`config.mk`:
```
export PLATFORM = sky130hd
export DESIGN_NAME = fft_bitrev_reorder
export DESIGN_NICKNAME = d
export VERILOG_FILES = /design/src/rtl/fft_bitrev_reorder.sv
export SDC_FILE = /design/constraint.sdc
export NUM_CORES = 1
export LEC_CHECK = 0
export CAP_MARGIN = 20
export CORE_ASPECT_RATIO = 1.4
export CORE_MARGIN = 3
export CORE_UTILIZATION = 30
export DETAILED_ROUTE_END_ITERATION = 10
export PLACE_DENSITY = 0.56
export SLEW_MARGIN = 25
export SYNTH_ARGS = -nofsm -noshare
export SYNTH_HDL_FRONTEND = slang
export SYNTH_SLANG_ARGS = --single-unit
```
`constraint.sdc`:
```
create_clock -name clk -period 3.1 [get_ports clk]
set_input_delay 0.62 -clock clk [delete_from_list [all_inputs] [get_ports clk]]
set_output_delay 0.62 -clock clk [all_outputs]
set_load 0.05 [all_outputs]
```
`src/rtl/fft_bitrev_reorder.sv`:
```
// Bit-reversed to natural order reorder buffer for the radix-2 FFT output.
// Two-bank ping-pong RAM: the writer scatters each frame into one bank at
// bit-reversed addresses while the reader streams the other bank out linearly.
module fft_bitrev_reorder #(
  parameter int LOG2N = 3,
  parameter int DW    = 8
) (
  input  logic            clk,
  input  logic            rstx,
  input  logic            clear,
  input  logic            din_valid,
  input  logic            din_sop,
  input  logic [2*DW-1:0] din,
  output logic            dout_valid,
  output logic            dout_sop,
  output logic            dout_eop,
  output logic [2*DW-1:0] dout,
  output logic            err
);

  localparam int N = 1 << LOG2N;
  localparam logic [LOG2N-1:0] LAST = LOG2N'(N - 1);
  localparam logic [LOG2N-1:0] ONE  = LOG2N'(1);

  typedef enum logic {W_IDLE, W_FILL}  wstate_t;
  typedef enum logic {R_IDLE, R_DRAIN} rstate_t;

  function automatic logic [LOG2N-1:0] bitrev(input logic [LOG2N-1:0] a);
    logic [LOG2N-1:0] r;
    for (int i = 0; i < LOG2N; i++) r[i] = a[LOG2N-1-i];
    return r;
  endfunction

  wstate_t          wstate_q, wstate_d;
  logic [LOG2N-1:0] wcnt_q, wcnt_d;
  logic             wbank_q, wbank_d;
  rstate_t          rstate_q, rstate_d;
  logic [LOG2N-1:0] rcnt_q, rcnt_d;
  logic             rbank_q, rbank_d;
  logic [1:0]       full_q, full_d;
  logic             err_q, err_d;
  logic             rvld_q, rvld_d, rsop_q, rsop_d, reop_q, reop_d;
  logic             dout_valid_q, dout_valid_d, dout_sop_q, dout_sop_d;
  logic             dout_eop_q, dout_eop_d;
  logic [2*DW-1:0]  dout_q, dout_d;

  logic             we, re, set_full, clr_full;
  logic [LOG2N-1:0] wr_idx, rd_idx;
  logic [2*DW-1:0]  mem [0:2*N-1];
  logic [2*DW-1:0]  ram_rdata;

  // Writer: count samples of the current frame and scatter them bit-reversed
  always_comb begin
    wstate_d = wstate_q;
    wcnt_d   = wcnt_q;
    wbank_d  = wbank_q;
    err_d    = err_q;
    we       = 1'b0;
    wr_idx   = '0;
    set_full = 1'b0;
    case (wstate_q)
      W_IDLE: begin
        if (din_valid && din_sop) begin
          we       = 1'b1;
          wcnt_d   = ONE;
          wstate_d = W_FILL;
        end
      end
      default: begin
        if (din_valid) begin
          we = 1'b1;
          if (din_sop) begin
            // restart the frame in the same bank; the partial frame is lost
            err_d  = 1'b1;
            wcnt_d = ONE;
          end else begin
            wr_idx = wcnt_q;
            if (wcnt_q == LAST) begin
              set_full = 1'b1;
              wbank_d  = ~wbank_q;
              wcnt_d   = '0;
              wstate_d = W_IDLE;
            end else begin
              wcnt_d = wcnt_q + ONE;
            end
          end
        end
      end
    endcase
    if (clear) begin
      wstate_d = W_IDLE;
      wcnt_d   = '0;
      wbank_d  = 1'b0;
      err_d    = 1'b0;
      we       = 1'b0;
      set_full = 1'b0;
    end
  end

  // Reader: drain a full bank linearly; idle state issues the first read so
  // back-to-back banks stream without a gap
  always_comb begin
    rstate_d = rstate_q;
    rcnt_d   = rcnt_q;
    rbank_d  = rbank_q;
    re       = 1'b0;
    rd_idx   = '0;
    clr_full = 1'b0;
    rsop_d   = 1'b0;
    reop_d   = 1'b0;
    case (rstate_q)
      R_IDLE: begin
        if (full_q[rbank_q]) begin
          re       = 1'b1;
          rsop_d   = 1'b1;
          rcnt_d   = ONE;
          rstate_d = R_DRAIN;
        end
      end
      default: begin
        re     = 1'b1;
        rd_idx = rcnt_q;
        if (rcnt_q == LAST) begin
          reop_d   = 1'b1;
          clr_full = 1'b1;
          rbank_d  = ~rbank_q;
          rcnt_d   = '0;
          rstate_d = R_IDLE;
        end else begin
          rcnt_d = rcnt_q + ONE;
        end
      end
    endcase
    rvld_d = re;
    if (clear) begin
      rstate_d = R_IDLE;
      rcnt_d   = '0;
      rbank_d  = 1'b0;
      re       = 1'b0;
      clr_full = 1'b0;
      rvld_d   = 1'b0;
      rsop_d   = 1'b0;
      reop_d   = 1'b0;
    end
  end

  // Bank occupancy: writer sets and reader frees, never on the same bank
  always_comb begin
    full_d = full_q;
    if (clr_full) full_d[rbank_q] = 1'b0;
    if (set_full) full_d[wbank_q] = 1'b1;
    if (clear)    full_d = 2'b00;
  end

  // Output register: data holds between bursts, markers only while valid
  always_comb begin
    dout_valid_d = rvld_q;
    dout_sop_d   = rsop_q;
    dout_eop_d   = reop_q;
    dout_d       = rvld_q ? ram_rdata : dout_q;
    if (clear) begin
      dout_valid_d = 1'b0;
      dout_sop_d   = 1'b0;
      dout_eop_d   = 1'b0;
      dout_d       = '0;
    end
  end

  // Ping-pong RAM with synchronous read; contents are never reset
  always_ff @(posedge clk) begin
    if (we) mem[{wbank_q, bitrev(wr_idx)}] <= din;
    if (re) ram_rdata <= mem[{rbank_q, rd_idx}];
  end

  // Control and output state registers
  always_ff @(posedge clk or negedge rstx) begin
    if (!rstx) begin
      wstate_q     <= W_IDLE;
      wcnt_q       <= '0;
      wbank_q      <= 1'b0;
      rstate_q     <= R_IDLE;
      rcnt_q       <= '0;
      rbank_q      <= 1'b0;
      full_q       <= 2'b00;
      err_q        <= 1'b0;
      rvld_q       <= 1'b0;
      rsop_q       <= 1'b0;
      reop_q       <= 1'b0;
      dout_valid_q <= 1'b0;
      dout_sop_q   <= 1'b0;
      dout_eop_q   <= 1'b0;
      dout_q       <= '0;
    end else begin
      wstate_q     <= wstate_d;
      wcnt_q       <= wcnt_d;
      wbank_q      <= wbank_d;
      rstate_q     <= rstate_d;
      rcnt_q       <= rcnt_d;
      rbank_q      <= rbank_d;
      full_q       <= full_d;
      err_q        <= err_d;
      rvld_q       <= rvld_d;
      rsop_q       <= rsop_d;
      reop_q       <= reop_d;
      dout_valid_q <= dout_valid_d;
      dout_sop_q   <= dout_sop_d;
      dout_eop_q   <= dout_eop_d;
      dout_q       <= dout_d;
    end
  end

  assign dout_valid = dout_valid_q;
  assign dout_sop   = dout_sop_q;
  assign dout_eop   = dout_eop_q;
  assign dout       = dout_q;
  assign err        = err_q;

endmodule

```
==> impl_results.md <==
* Tightest Pin Transition at 1.046 ns
* Post-synth EDFFs at 272
* Crit path largest cell delay at 0.83 ns
* Drt pass-1 iters at 4
* Met1 Track Usage GR at 16.59%
* Setup Buffers After CTS at 0
* Met2 Resource Use GR at 23.41%
* Critical R2R Launch: rcnt_q[0]
* # DRC at 0
* Leading area contributor after synthesis: edfxtp_1
* R2R Setup Slk at 0.72 ns
* Most used DFF post-synth: edfxtp_1
* # diodes at 0
* Post-cts sizing count at 0
* Async set-reset flop share out of synthesis at 11.40%
* Crit Reg-Reg Endpoint: ram_rdata[13]
* GP Congestion at 0.8392
* Synth area leaders: edfxtp_1 (66%), dfrtp_1 (7.0%), a211oi_1 (3.9%)
* Fmax at 418.9 MHz
* Antenna viol nets, final at 0
* Post-route setup TNS at 0 ns
* Leak pwr at 4.993 nW
* Skew-Pair Late Insertion Delay at 0.55 ns
* Worst-path clk slew at 0.06 ns
* Via count at 6977
* Run status: completed
* # rows at 87
* Total GRT Usage at 13.47%
* Number of global-route vias before repair at 6980
* Max FO, Critical Path at 2
* Clock power frac at 41.1%
* HP Class: in2async
* Num CTS Buffers at 27
* Final setup violation count at 0
* Final WS setup at 0.7128 ns
* Period utilization at 77.01%
* Int Power at 6.407 mW
* Area share of the largest cell type after synthesis at 65.67%
* Share of post-route cells with drive strength above 1 at 15.27%
* Clock Skews at 0.007211 ns
* Sequential fraction of the synthesis area at 72.71%
* Pre-CTS setup slack at 0.3110 ns
* CTS Hold Buffers Added at 0
* Power Dens Cells at 547.4 nW/µm²
* Initial antenna violation count at 0
* Via/cell ratio at 4.876
* Crit path required time at 2.48 ns
* DR WL/cell at 20.58 µm
* CTS tree: built
* Slowest cell on the critical path: clkdlybuf4s50_1
* P&R area growth vs syn at 16.50%
* Final #Nets at 902
* Relative slew slack at 30.20%
* Final Hold Vio Count at 0
* RSZ-0062 raised after global routing: no
* Max Root-Sink Buffers at 3
* YS warnings at 0
* Routed wire length at 29.44 mm
* Largest net degree at the start of global routing at 58
* Gr busiest metal: met2
* M3 GR Usage at 1.859%
* Dpl hpwl at 19.60 mm
* Period minus WS final at 2.387 ns
* Core area at 40600 µm²
* Worst path top cell family by delay: buffers and inverters
* Post-synth net total at 847
* Die width at 178.1 µm
* Worst path cell trace: clkdlybuf4s50_1
* Worst hold slack at 0.1593 ns
* Total gr overflow at 0
* Global-route wire length before repair at 44.43 mm
* Max-slew violations at 0
* Syn avg cell area at 15.13 µm²
* Final core utilization at 35.69%
* Peak supply drop at 0.0003330 V
* Mapped Cells at 822
* Switching share of power at 19.23%
* 1st-iter DRT viols at 415
* FF-to-FF path depth at 5
* Setup crit start kind: flop
* Number of synthesized register bits at 307
* Clk root buf: clkbuf_16
* Die ar. at 43970 µm²
* CP arrival at 1.77 ns
* Die Y at 246.9 µm
* Synth unique cells at 40
* Crit. End Element: output pin
* Mapped Area at 12440 µm²
* Sw power at 1.526 mW
* CP Class: reg2out
* WP buf/inv at 1
* Initial Utilization at 30.63%
* Top Ports at 41
* Clock sink total at 307
* Port bufs at 40
* Register share of total power at 57.0%
* Max-Cap Viols at 0
* Combinational group share of total power at 1.9%
* Htree depth at 1
worst max-delay path by stage:
stage / start / end / slack [ns] / cells after the start
floorplan: din_valid / mem[0][0] / 0.58 / 4
finish: dout[1] / dout[1] / 0.71 / 1
detailed placement: din_sop / mem[8][12] / 0.31 / 4
global placement: din_sop / mem[8][8] / 0.35 / 4
CTS: dout[12] / dout[12] / 0.65 / 1
global route: dout[12] / dout[12] / 0.65 / 1
power groups by stage:
stage | combinational, mW | clock, mW | sequential, mW
2_1_floorplan | 0.0351 | 0 | 4.60
3_3_place_gp | 0.152 | 0 | 4.61
3_5_place_dp | 0.154 | 0 | 4.61
4_1_cts | 0.154 | 3.35 | 4.52
5_1_grt | 0.164 | 3.52 | 4.52
6_report | 0.149 | 3.26 | 4.52
routing by layer:
| layer | share of wire [%] | wire length [µm] |
|---|---|---|
| met5 | 0 | 0 |
| met4 | 4.0 | 1168 |
| met3 | 4.7 | 1386 |
| met2 | 51 | 15070 |
| met1 | 40 | 11820 |
worst reg2reg max path, cell delays in order (launching register included):
cell     delay (ns)
dfrtp_4        0.56
buf_4          0.43
mux2_2         0.40
a21oi_1        0.13
o21ai_0        0.22
a32o_1         0.38
Yosys cell counts (2+ instances only):
master,n
edfxtp_1,272
a211oi_1,65
a21oi_1,53
and3_1,48
o21ai_0,48
nor2_1,45
clkbuf_1,38
dfrtp_1,35
and2_1,33
mux2i_1,33
mux2_2,19
o21ai_1,18
a21boi_0,16
a32o_1,16
buf_2,14
mux2_4,9
buf_6,7
nand2_1,7
ha_1,4
mux2_1,4
nand2b_1,4
nand3_1,4
nor2b_1,4
a22oi_1,3
o21a_1,3
buf_4,2
clkbuf_2,2
nand3b_1,2
nand4b_1,2
xor2_1,2
state kept, by name (all words and copies together), names as in the netlist, 2 cells and up:
name / cells
wcnt_q: 3
full_q: 2
dout: 16
mem: 256
ram_rdata: 16
rcnt_q: 3
placed cells by master (no fill, tap or decap), drive strengths merged, types with 3 or more instances in the layout:
cell	instances
edfxtp	272
o21ai	66
a211oi	65
a21oi	53
buf	50
and3	48
nor2	45
clkdlybuf4s50	39
clkbuf	36
dfrtp	35
and2	34
mux2i	33
mux2	32
a21boi	16
a32o	16
clkinv	9
nand2	8
nand2b	4
nand3	4
nor2b	4
ha	4
o21a	3
a22oi	3
bufinv	3
inv	3
cell type report:
class,instances,area (µm²)
fill,3800,26110
sequential,307,9049
multi-input combinational,450,3118
timing repair buffer,89,800.8
clock buffer,36,709.4
tap,534,668.1
clock inverter,13,137.6
inverter,2,7.507
cells by family after synthesis:
kind of cell               Yosys count  synth area share, %
DFF                                307                72.71
AOI/OAI and AO/OA                  224                11.45
adders and majority gates            4               0.4024
muxes                               65                5.824
and+or+nand+nor                    155                6.871
buffers and inverters               65                2.605
xor gates and xnor gates             2               0.1409
per-stage QoR:
step / power, mW / cell area, µm² / instances
CTS: 8.020 / 14490 / 1431
finish: 7.933 / 14490 / 1431
detailed placement: 4.761 / 13640 / 1382
global placement: 4.758 / 13640 / 1382
global route: 8.205 / 14490 / 1431
floorplan: 4.640 / 12440 / 822
Note: power is estimated with default switching activity, not from simulation.
